$ cat config.mk
export PLATFORM = sky130hd
export DESIGN_NAME = line_packer
export DESIGN_NICKNAME = d
export VERILOG_FILES = /design/src/rtl/line_packer.sv
export SDC_FILE = /design/constraint.sdc
export NUM_CORES = 1
export LEC_CHECK = 0
export CAP_MARGIN = 15
export CORE_ASPECT_RATIO = 1.2
export CORE_MARGIN = 3
export CORE_UTILIZATION = 48
export CTS_CLUSTER_DIAMETER = 100
export DETAILED_ROUTE_END_ITERATION = 10
export PLACE_DENSITY = 0.72
export RECOVER_POWER = 100
export SLEW_MARGIN = 20
export SYNTH_ARGS = -nofsm -noshare
export SYNTH_HDL_FRONTEND = slang
export SYNTH_SLANG_ARGS = --single-unit
$ cat constraint.sdc
create_clock -name clk -period 4.7 [get_ports clk]
set_input_delay 1.175 -clock clk [delete_from_list [all_inputs] [get_ports clk]]
set_output_delay 1.175 -clock clk [all_outputs]
set_load 0.05 [all_outputs]
$ cat src/rtl/line_packer.sv
// line_packer: packs the camera's 8-bit sample stream into 128-bit words for
// the line FIFO feeding the droplet detector. Every accepted line produces
// exactly WordsPerLine words. A truncated line is zero-padded to full length.
// A line that starts while the FIFO lacks room for a full line is dropped whole.
//
// Optional feature: define LINE_PACK_BLACKLEVEL_EN to subtract BlackLevel
// from every accepted sample, saturating at 0, before packing.
//
// Ports:
//   clk          system clock (posedge)
//   reset        asynchronous active-low reset
//   ce           clock enable; when low every register holds except wrfifo (cleared)
//   pix_valid    pix_data carries a sample this cycle
//   pix_data     8-bit sample
//   line_start   first sample of a line (qualified by pix_valid)
//   wralmostfull FIFO has fewer than WordsPerLine free words (sampled at line_start)
//   wrfull       FIFO full; only used to flag ovferr
//   wrfifo       one-cycle write strobe
//   wrdata       packed word, first sample in [7:0]
//   linecount    lines written (wraps)
//   dropcount    lines dropped (saturates)
//   ovferr       sticky: a write was issued while wrfull was high
//   stateoutput  current state for debug (Idle=0, Pack=1, Pad=2, Drop=3)
module line_packer #(
  parameter int unsigned LineLen    = 336,
  parameter logic [7:0]  BlackLevel = 8'd0
) (
  input  logic         clk,
  input  logic         reset,
  input  logic         ce,
  input  logic         pix_valid,
  input  logic [7:0]   pix_data,
  input  logic         line_start,
  input  logic         wralmostfull,
  input  logic         wrfull,
  output logic         wrfifo,
  output logic [127:0] wrdata,
  output logic [15:0]  linecount,
  output logic [15:0]  dropcount,
  output logic         ovferr,
  output logic [1:0]   stateoutput
);

  localparam int unsigned WordsPerLine = LineLen / 16;
  localparam int unsigned WIdxW        = $clog2(WordsPerLine + 1);
  localparam logic [WIdxW-1:0] LastWord = WIdxW'(WordsPerLine - 1);

  typedef enum logic [1:0] {
    S_IDLE = 2'd0,
    S_PACK = 2'd1,
    S_PAD  = 2'd2,
    S_DROP = 2'd3
  } state_t;

  state_t           state;
  logic [3:0]       byte_idx;
  logic [WIdxW-1:0] word_idx;
  // Only bytes 0..14 are stored; byte 15 goes straight into wrdata.
  // Unwritten bytes are kept at zero so a partial word is already zero-filled.
  logic [119:0]     bytes;
  logic [7:0]       sample;

`ifdef LINE_PACK_BLACKLEVEL_EN
  always_comb begin
    sample = (pix_data > BlackLevel) ? (pix_data - BlackLevel) : '0;
  end
`else
  logic [7:0] unused_black;
  assign unused_black = BlackLevel;
  always_comb begin
    sample = pix_data;
  end
`endif

  function automatic logic [15:0] sat_inc(input logic [15:0] v);
    return (v == '1) ? v : v + 16'd1;
  endfunction

  assign stateoutput = state;

  always_ff @(posedge clk or negedge reset) begin
    if (!reset) begin
      state     <= S_IDLE;
      byte_idx  <= '0;
      word_idx  <= '0;
      bytes     <= '0;
      wrfifo    <= 1'b0;
      wrdata    <= '0;
      linecount <= '0;
      dropcount <= '0;
      ovferr    <= 1'b0;
    end else begin
      // The strobe reaches the FIFO regardless of ce, so the overflow flag
      // watches every strobe cycle.
      if (wrfifo && wrfull) ovferr <= 1'b1;
      wrfifo <= 1'b0;
      if (ce) begin
        unique case (state)
          S_IDLE, S_DROP: begin
            if (pix_valid && line_start) begin
              if (!wralmostfull) begin
                bytes    <= {112'd0, sample};
                byte_idx <= 4'd1;
                word_idx <= '0;
                state    <= S_PACK;
              end else begin
                dropcount <= sat_inc(dropcount);
                state     <= S_DROP;
              end
            end
          end
          S_PACK: begin
            if (pix_valid) begin
              if (line_start) begin
                // Truncated line: flush the partial word and pad the rest.
                // The new line's first sample is discarded and the line dropped.
                wrfifo    <= 1'b1;
                wrdata    <= {8'd0, bytes};
                bytes     <= '0;
                byte_idx  <= '0;
                dropcount <= sat_inc(dropcount);
                if (word_idx == LastWord) begin
                  word_idx  <= '0;
                  linecount <= linecount + 16'd1;
                  state     <= S_DROP;
                end else begin
                  word_idx <= word_idx + 1'b1;
                  state    <= S_PAD;
                end
              end else if (byte_idx == 4'd15) begin
                wrfifo   <= 1'b1;
                wrdata   <= {sample, bytes};
                bytes    <= '0;
                byte_idx <= '0;
                if (word_idx == LastWord) begin
                  word_idx  <= '0;
                  linecount <= linecount + 16'd1;
                  state     <= S_IDLE;
                end else begin
                  word_idx <= word_idx + 1'b1;
                end
              end else begin
                bytes[{byte_idx, 3'b000} +: 8] <= sample;
                byte_idx <= byte_idx + 4'd1;
              end
            end
          end
          S_PAD: begin
            wrfifo <= 1'b1;
            wrdata <= '0;
            if (word_idx == LastWord) begin
              word_idx  <= '0;
              linecount <= linecount + 16'd1;
              state     <= S_DROP;
            end else begin
              word_idx <= word_idx + 1'b1;
            end
          end
          default: state <= S_IDLE;
        endcase
      end
    end
  end

endmodule

-- After elaboration in Yosys (flattened, before gate mapping)
Cells that the tools add are included.
- equal/unequal tests: 14
- reduce and logical (&&, ||, !) cells: 11
- shift-type cells: 2
- $add $sub $neg: 5
- multiplexer cells: 49
- operator list (kind ; number):
    120-bit two-way mux ; 5
    128-bit two-way mux ; 3
    128-bit one-hot mux with 2 select lines ; 1
    120-bit one-hot mux with 2 select lines ; 1
    16-bit two-way mux ; 9
    120-bit bitwise mux ; 1
    8-bit by 9-bit variable shift with 120-bit output (first input constant) ; 1
    8-bit by 9-bit variable part select with 120-bit output ; 1
    16-bit one-hot mux with 2 select lines ; 2
    16-bit by 1-bit adder with 16-bit output (second input constant) ; 2
    5-bit two-way mux ; 6
    4-bit two-way mux ; 5
    16-bit equality test (second input constant) ; 1
    5-bit one-hot mux with 3 select lines ; 1
    2-bit two-way mux ; 7
    2-bit inequality test (second input constant) ; 6
    6-bit AND reduction ; 2
    5-bit AND reduction ; 2
    7-bit negator with 9-bit output ; 1
    4-bit one-hot mux with 2 select lines ; 1
    3-bit inequality test (second input constant) ; 2
    2-bit one-hot mux with 3 select lines ; 1
    5-bit by 1-bit adder with 5-bit output (second input constant) ; 1
    5-bit equality test (second input constant) ; 1
    11 further kinds ; 18
- flip-flop bits (word level): 293
- output and inout bits: 164
- input port bits: 15
- logic and storage cells: 90

-- Logic depth before layout (Yosys ltp)
Gate-level depths: netlist (run 1).
- depth after elaboration: 7
- depth in mapped cells: 10
- depth with buffers taken out: 7

-- Worst setup path before layout (run 1)
OpenSTA, ideal clock, no wires.
- path type: input -> register
- from: input ce
- to: register bytes[40]
- setup time: 0.066 ns
- arrival time: 2.449 ns
- path buffers: 1
- setup slack: 2.185 ns
- stages: 6
- data required time: 4.634 ns
- cells stage by stage: nor2b_1 > o2111ai_2 > nor4_4 > and3_1 > buf_4 > a22o_1
- word-level cells in the longest chain between the ends: 1
- RTL lines (what ; line ; text):
    start: declaration ; 30 ; input logic ce,
    5-bit AND reduction (no source line) ; - ;
    end signal: assignment ; 102 ; bytes <= {112'd0, sample};
    end signal: indexed assignment ; 143 ; bytes[{byte_idx, 3'b000} +: 8] <= sample;
    end: declaration ; 60 ; logic [119:0] bytes;
Every way passes these cells.
A chain may end at the register's enable or synchronous reset.

-- Worst setup path in the final report (run 1)
- from: input line_start
- to: register bytes[41]
- word-level cells in the longest chain between the ends: 3
- elaborated cells on any way between the ends: 6
- classes of those cells: 1 x eq/ne; 3 x mux; 2 x reduce/logical
- RTL lines (what ; line ; text):
    start: declaration ; 33 ; input logic line_start,
    120-bit two-way mux / 1-bit logical AND (equally long branches) ; 114, 100 ;
    120-bit two-way mux / 2-bit inequality test (equally long branches) ; - ;
    120-bit one-hot mux with 2 select lines / 5-bit AND reduction (equally long branches) ; - ;
Parallel ways exist; a longest one is shown, timed or not. The select of a mux whose other input is x is not followed.

==> results_dict.tcl, run 1 <==
set metrics [dict create \
    status "complete, but fails checks" \
    violations "max-capacitance violations, max-slew violations" \
    startpoint_type "primary input" \
    reg2reg_slack_ns 1.34 \
    synth_fp_nets 996 \
    via_per_inst 5.91 \
    critPathTopFamily "simple AND/OR/NAND/NOR gates" \
    initial_core_util_pct 49.3 \
    ys.flop_type "dfrtp_1" \
    cts_hold_buf 0 \
    synth.most_common_cell "dfrtp_1" \
    drt_iter0_drc 591 \
    synth-seq-cells 293 \
    max_stage_delay_ns 1.11 \
    crit_chain "dlygate4sd3_1 -> nand2b_1 -> o2111ai_1 -> nor4_1 -> and3_1 -> a22o_1" \
    power_density_mw_per_mm2 530 \
    routed-via-count 8717 \
    synth_common_cells "dfrtp_1 (293), a22o_1 (185), nand2_1 (91)" \
    reg2reg_from "stateoutput[0]" \
    slew_headroom_pct -94.2 \
    io_pins 179 \
    clk_pin_slew_worst_paths_ns 0.06 \
    antennaDiodeCount 0 \
    hold_start "ovferr" \
    critPathKind "in -> reg" \
    cts_buffer_depth 3 \
    ys_types 67 \
    crit_fanout 9 \
    postRouteAntennaNets 0 \
    synthesis.area_mm2 0.0119 \
    hold_depth 1 \
    finalSetupTns_ns 0 \
    synth_fa_ha_area_share_pct 1.15 \
    synth_edf_count 0 \
    p_int_mw 4.81 \
    clockPowerShare_pct 29.2 \
    min_period_ns 3.69 \
    coreArea_mm2 0.0242 \
    p_sw_share_pct 38.9 \
    die_h_um 179 \
    synthXorXnorAreaFrac_pct 2.35 \
    vdd_ir_drop_max_mv 0.331 \
    cts_buffers 29 \
    p_leak_nw 7.24 \
    grt_first_pass_wirelength_mm 48.8 \
    post_cts_resized 0 \
    crit_slowest_cell "nor4_1" \
    clock-root-buffer "clkbuf_16" \
    std_cell_rows 62 \
    drc 0 \
    tightest_slew_ns 2.91 \
    p_comb_share_pct 32.2 \
    track_usage_pct 22.6 \
    cts_max_level 1 \
    antenna_found_initial 0 \
    yosysSeqAreaShare_pct 61.4 \
    port_buffers 178 \
    cts_tree "built" \
    arrival_ns 4.17 \
    drv_slew 112 \
    synth_compound_area_share_pct 19.9 \
    area_growth_pct 24.3 \
    place.gp.congestion 0.936 \
    dpl.hpwl_mm 19.7 \
    yosysTopAreaCell "dfrtp_1" \
    crit_path_end_kind "flop" \
    synth_area_leaders "dfrtp_1 (61%), a22o_1 (14%), nand2_1 (2.9%)" \
    synthSimpleGateAreaFrac_pct 11.2 \
    drt_first_pass_iters 5 \
    grt-ovfl-total 0 \
    die_area_mm2 0.0268 \
    path_buf_inv 1 \
    fmax_mhz 271 \
    hold_path_class "reg -> reg" \
    rsz0062_at_grt "no" \
    post-route-period-util_pct 78.6 \
    fin_nets 1157 \
    num-fill-cells 1959 \
    cts_sinks 293 \
    p_seq_share_pct 38.6 \
    clock_latency_ns 0.54 \
    synth_async_sr_flop_share_pct 100 \
    holdPathEnd "ovferr" \
    total_power_mw 7.87 \
    cts_setup_buffers 0 \
    rr_worst_depth 7 \
    cp.required_ns 5.17 \
    max_cap_viol_count 1 \
    grt_pass1_vias 8802 \
    switchingPower_mw 3.06 \
    finalWirelength_mm 30.2 \
    finalSetupViolations 0 \
    drive_gt1_share_pct 6.33 \
    hold_viol 0 \
    die-width_um 150 \
    wl_per_cell_um 20.5 \
    r2r_end "bytes[41]" \
    yosys_warnings 0 \
    synth_mux_area_share_pct 0.943 \
    synth_top_family_by_area "compound AO/OA/AOI/OAI gates" \
    skew_ns 0.0177 \
    synth_top_cell_area_share_pct 61.4 \
    syn_inst 970 \
    avgSynthCellArea_um2 12.3 \
    grt_max_degree 113 \
]
[cells in the final DEF (no fill, tap or decap), types with 3 or more instances in the layout]
cell and instances:
a21oi_1 10, o2bb2ai_1 16, a32o_1 8, ha_1 11, and3_1 8, nor3_1 8
clkinvlp_4 3, or4_1 3, nand4_1 22, a31oi_1 4, dlygate4sd3_1 166, nand3_1 51
inv_1 21, a21o_1 7, clkbuf_2 4, clkdlybuf4s50_1 11, nor2_1 28, clkbuf_8 8
o21ai_0 23, a22o_1 185, nor2b_1 8, o21ai_1 7, xor2_1 13, dfrtp_1 293
buf_4 6, a32oi_1 5, clkbuf_16 29, nand2b_1 6, clkbuf_1 7, nor4_1 6
nand2_1 91, xnor2_1 19, mux2i_1 9, clkinv_2 6, and4_1 6
[per-layer routing]
| layer | vias up | part of all wire, % | track usage, % |
|---|---|---|---|
| li1 | 3956 | - | - |
| met1 | 4397 | 44 | 32.3 |
| met2 | 305 | 48 | 35.8 |
| met3 | 59 | 6.0 | 3.74 |
| met4 | 0 | 2.6 | 6.67 |
| met5 | - | 0 | 0 |
[state kept, by name (all words and copies together) (netlist names)]
| signal | count |
|---|---|
| ovferr | 1 |
| stateoutput | 2 |
| byte_idx | 4 |
| wrfifo | 1 |
| wrdata | 128 |
| linecount | 16 |
| word_idx | 5 |
| bytes | 120 |
| dropcount | 16 |
[cell families (layout without fill, tap and decap cells)]
| kind of cell | Yosys count | in the layout |
|---|---|---|
| flip-flops | 293 | 293 |
| AO/OA/AOI/OAI | 286 | 286 |
| AND/OR/NAND/NOR | 254 | 254 |
| buffers and inverters | 83 | 267 |
| XOR/XNOR | 32 | 32 |
| adder cells (fa/ha/maj) | 11 | 11 |
| multiplexers | 11 | 11 |
[area by class of cell]
class	instances	area [um2]	share of cell area (%)
sequential	293	7330	49.4
tap	320	400	2.70
clock inverter	13	109	0.733
multi-input combinational	594	4180	28.2
clock buffer	41	851	5.73
timing repair buffer	192	1890	12.7
inverter	21	78.8	0.531
[worst reg2reg max path, delay by kind of cell (launching register included)]
kind / cells / cell delay [ns]
DFF: 1 / 0.39
adders and majority gates: 1 / 0.49
buffers and inverters: 1 / 0.09
AOI/OAI and AO/OA: 2 / 0.53
and+or+nand+nor: 3 / 1.80
[power groups by stage]
stage          logic (mW)  clock network [mW]  registers (mW)
2_1_floorplan        1.32                   0            3.58
5_1_grt              2.73                2.45            3.08
4_1_cts              2.65                2.34            3.05
3_5_place_dp         2.64                   0            3.09
6_report             2.53                2.30            3.04
3_3_place_gp         2.60                   0            3.08
[metrics by stage]
step | cell area [um2] | util (%) | std cells | hold slack (ns) | worst slack [ns]
after floorplan | 11900 | - | 970 | 0.451 | 2.19
after global placement | 14000 | 57.8 | 1420 | 0.437 | 1.23
after detailed placement | 14000 | 57.8 | 1420 | 0.455 | 1.12
after CTS | 14900 | 61.7 | 1474 | 0.469 | 1.67
after global routing | 14800 | 61.3 | 1474 | 0.482 | 0.814
final | 14800 | 61.3 | 1474 | 0.459 | 1.01
[how the worst max path moves through the flow]
stage,startpoint,end,slack (ns),cells past startpoint
after floorplan,ce,bytes[40],2.19,6
after CTS,dropcount[2],dropcount[2],1.67,1
after detailed placement,line_start,bytes[85],1.12,7
final,line_start,bytes[41],1.01,6
after global routing,line_start,bytes[43],0.81,6
after global placement,line_start,bytes[83],1.23,7
No activity file was read; power rests on OpenSTA's default activity.
==> run 2, diff against run 1 <==
==> constraint.sdc (replaced) <==
create_clock -name clk -period 3.5 [get_ports clk]
set_input_delay 0.875 -clock clk [delete_from_list [all_inputs] [get_ports clk]]
set_output_delay 0.875 -clock clk [all_outputs]
set_load 0.05 [all_outputs]
==> run 2 against run 1 <==
The flow still finishes with violations (max-capacitance violations, max-slew violations); sequential cell count unchanged; non-clock buffer count increased by 19; utilization increased by 0.88 points; critical path depth is 1 higher; clock skew rose by 0.0014 ns; largest cell class unchanged; largest power group unchanged.
==> results_dict.tcl, run 2 (synthesis gave the netlist of run 1 again) <==
set metrics [dict create \
    arrival_ns 3.49 \
    crit_fanout 12 \
    track_usage_pct 22.6 \
    hold_viol 0 \
    drt_iter0_drc 618 \
    hold_start "ovferr" \
    drt_first_pass_iters 5 \
    grt_max_degree 96 \
    coreArea_mm2 0.0242 \
    die-width_um 150 \
    antenna_found_initial 0 \
    grt_first_pass_wirelength_mm 48.5 \
    cts_buffers 28 \
    startpoint_type "flop" \
    wl_per_cell_um 20.5 \
    std_cell_rows 62 \
    vdd_ir_drop_max_mv 0.501 \
    design_area_mm2 0.0151 \
    hold_depth 1 \
    crit_path_end_kind "flop" \
    finalSetupViolations 0 \
    tightest_slew_ns 2.52 \
    hold_slack_ns 0.456 \
    finalWirelength_mm 30.4 \
    clock_latency_ns 0.54 \
    rr_worst_depth 7 \
    hold_path_class "reg -> reg" \
    layout_commonest_cell "dfrtp_1" \
    power_density_mw_per_mm2 717 \
    cts_hold_buf 0 \
    cts_setup_buffers 0 \
    area_growth_pct 26.1 \
    place.gp.congestion 0.903 \
    cts_tree "built" \
    cp.required_ns 3.95 \
    cts_buffer_depth 3 \
    cts_sinks 293 \
    post_cts_resized 0 \
    post_dp_cell_area_mm2 0.0141 \
    slew_headroom_pct -67.8 \
    die_h_um 179 \
    reg2reg_from "byte_idx[1]" \
    antennaDiodeCount 0 \
    dpl.hpwl_mm 19.9 \
    reg2reg_slack_ns 0.46 \
    rsz0062_at_grt "no" \
    violations "max-capacitance violations, max-slew violations" \
    via_per_inst 5.86 \
    io_pins 179 \
    largest_register_ffs 128 \
    grt-ovfl-total 0 \
    postRouteAntennaNets 0 \
    fmax_mhz 329 \
    min_period_ns 3.04 \
    die_area_mm2 0.0268 \
    finalSetupTns_ns 0 \
    post-route-period-util_pct 86.8 \
    fin_nets 1175 \
    critPathKind "reg -> reg" \
    skew_ns 0.0191 \
    reg_top3 "wrdata (128), bytes (120)" \
    initial_core_util_pct 49.3 \
    routed-via-count 8715 \
    drive_gt1_share_pct 7.53 \
    p_leak_nw 7.34 \
    max_cap_viol_count 2 \
    drv_slew 178 \
    most-common-layout-cells "dfrtp_1 (293), a22o_1 (185), dlygate4sd3_1 (165)" \
    drc 0 \
    holdPathEnd "ovferr" \
    clk_pin_slew_worst_paths_ns 0.06 \
    regMostFlops "wrdata" \
    status "complete, but fails checks" \
    r2r_end "bytes[25]" \
    grt_pass1_vias 8789 \
    cts_max_level 1 \
    clock-root-buffer "clkbuf_16" \
    port_buffers 178 \
]
-- run 2: worst max-delay path by stage --
stage	start	end	cells after the start
6_report	byte_idx[1]	bytes[25]	7
5_1_grt	reset	wrdata[84]	2
4_1_cts	byte_idx[0]	bytes[98]	8
3_5_place_dp	pix_valid	wrdata[115]	5
3_3_place_gp	pix_valid	wrdata[80]	5
2_1_floorplan	stateoutput[0]	bytes[40]	8
-- run 2: where the power goes --
| group | switching, mW | internal (mW) |
|---|---|---|
| registers | 0.320 | 3.75 |
| logic | 2.49 | 0.977 |
| clock network | 1.27 | 1.98 |
| total | 4.09 | 6.71 |
-- run 2: final cells by class --
cell class / instances / area (um2)
sequential: 293 / 7330
clock inverter: 11 / 188
inverter: 21 / 78.8
clock buffer: 38 / 810
multi-input combinational: 594 / 4210
timing repair buffer: 211 / 2030
fill: 1905 / 9150
tap: 320 / 400
-- run 2: critical path, stage by stage, from the launching register on --
cell and delay [ns]:
dfrtp_1 0.57, ha_1 0.42, and2_0 0.38, a21o_1 0.49
a21oi_1 0.11, a21oi_2 0.21, clkbuf_1 0.48, mux2i_1 0.29
-- run 2: metal layers --
| layer | vias to the layer above | track usage, % | part of all wire (%) |
|---|---|---|---|
| li1 | 3982 | - | - |
| met1 | 4407 | 31.9 | 43 |
| met2 | 288 | 37.0 | 49 |
| met3 | 38 | 3.69 | 6.3 |
| met4 | 0 | 5.38 | 1.7 |
| met5 | - | 0 | 0 |
-- run 2: metrics by stage --
step | power (mW) | utilization [%] | setup slack [ns] | cells
detailed placement | 7.75 | 58.5 | 0.350 | 1439
finish | 10.8 | 62.2 | 0.461 | 1488
CTS | 11.0 | 62.6 | 0.728 | 1488
global route | 11.3 | 62.2 | 0.247 | 1488
floorplan | 6.57 | - | 1.05 | 970
global placement | 7.69 | 58.5 | 0.397 | 1439
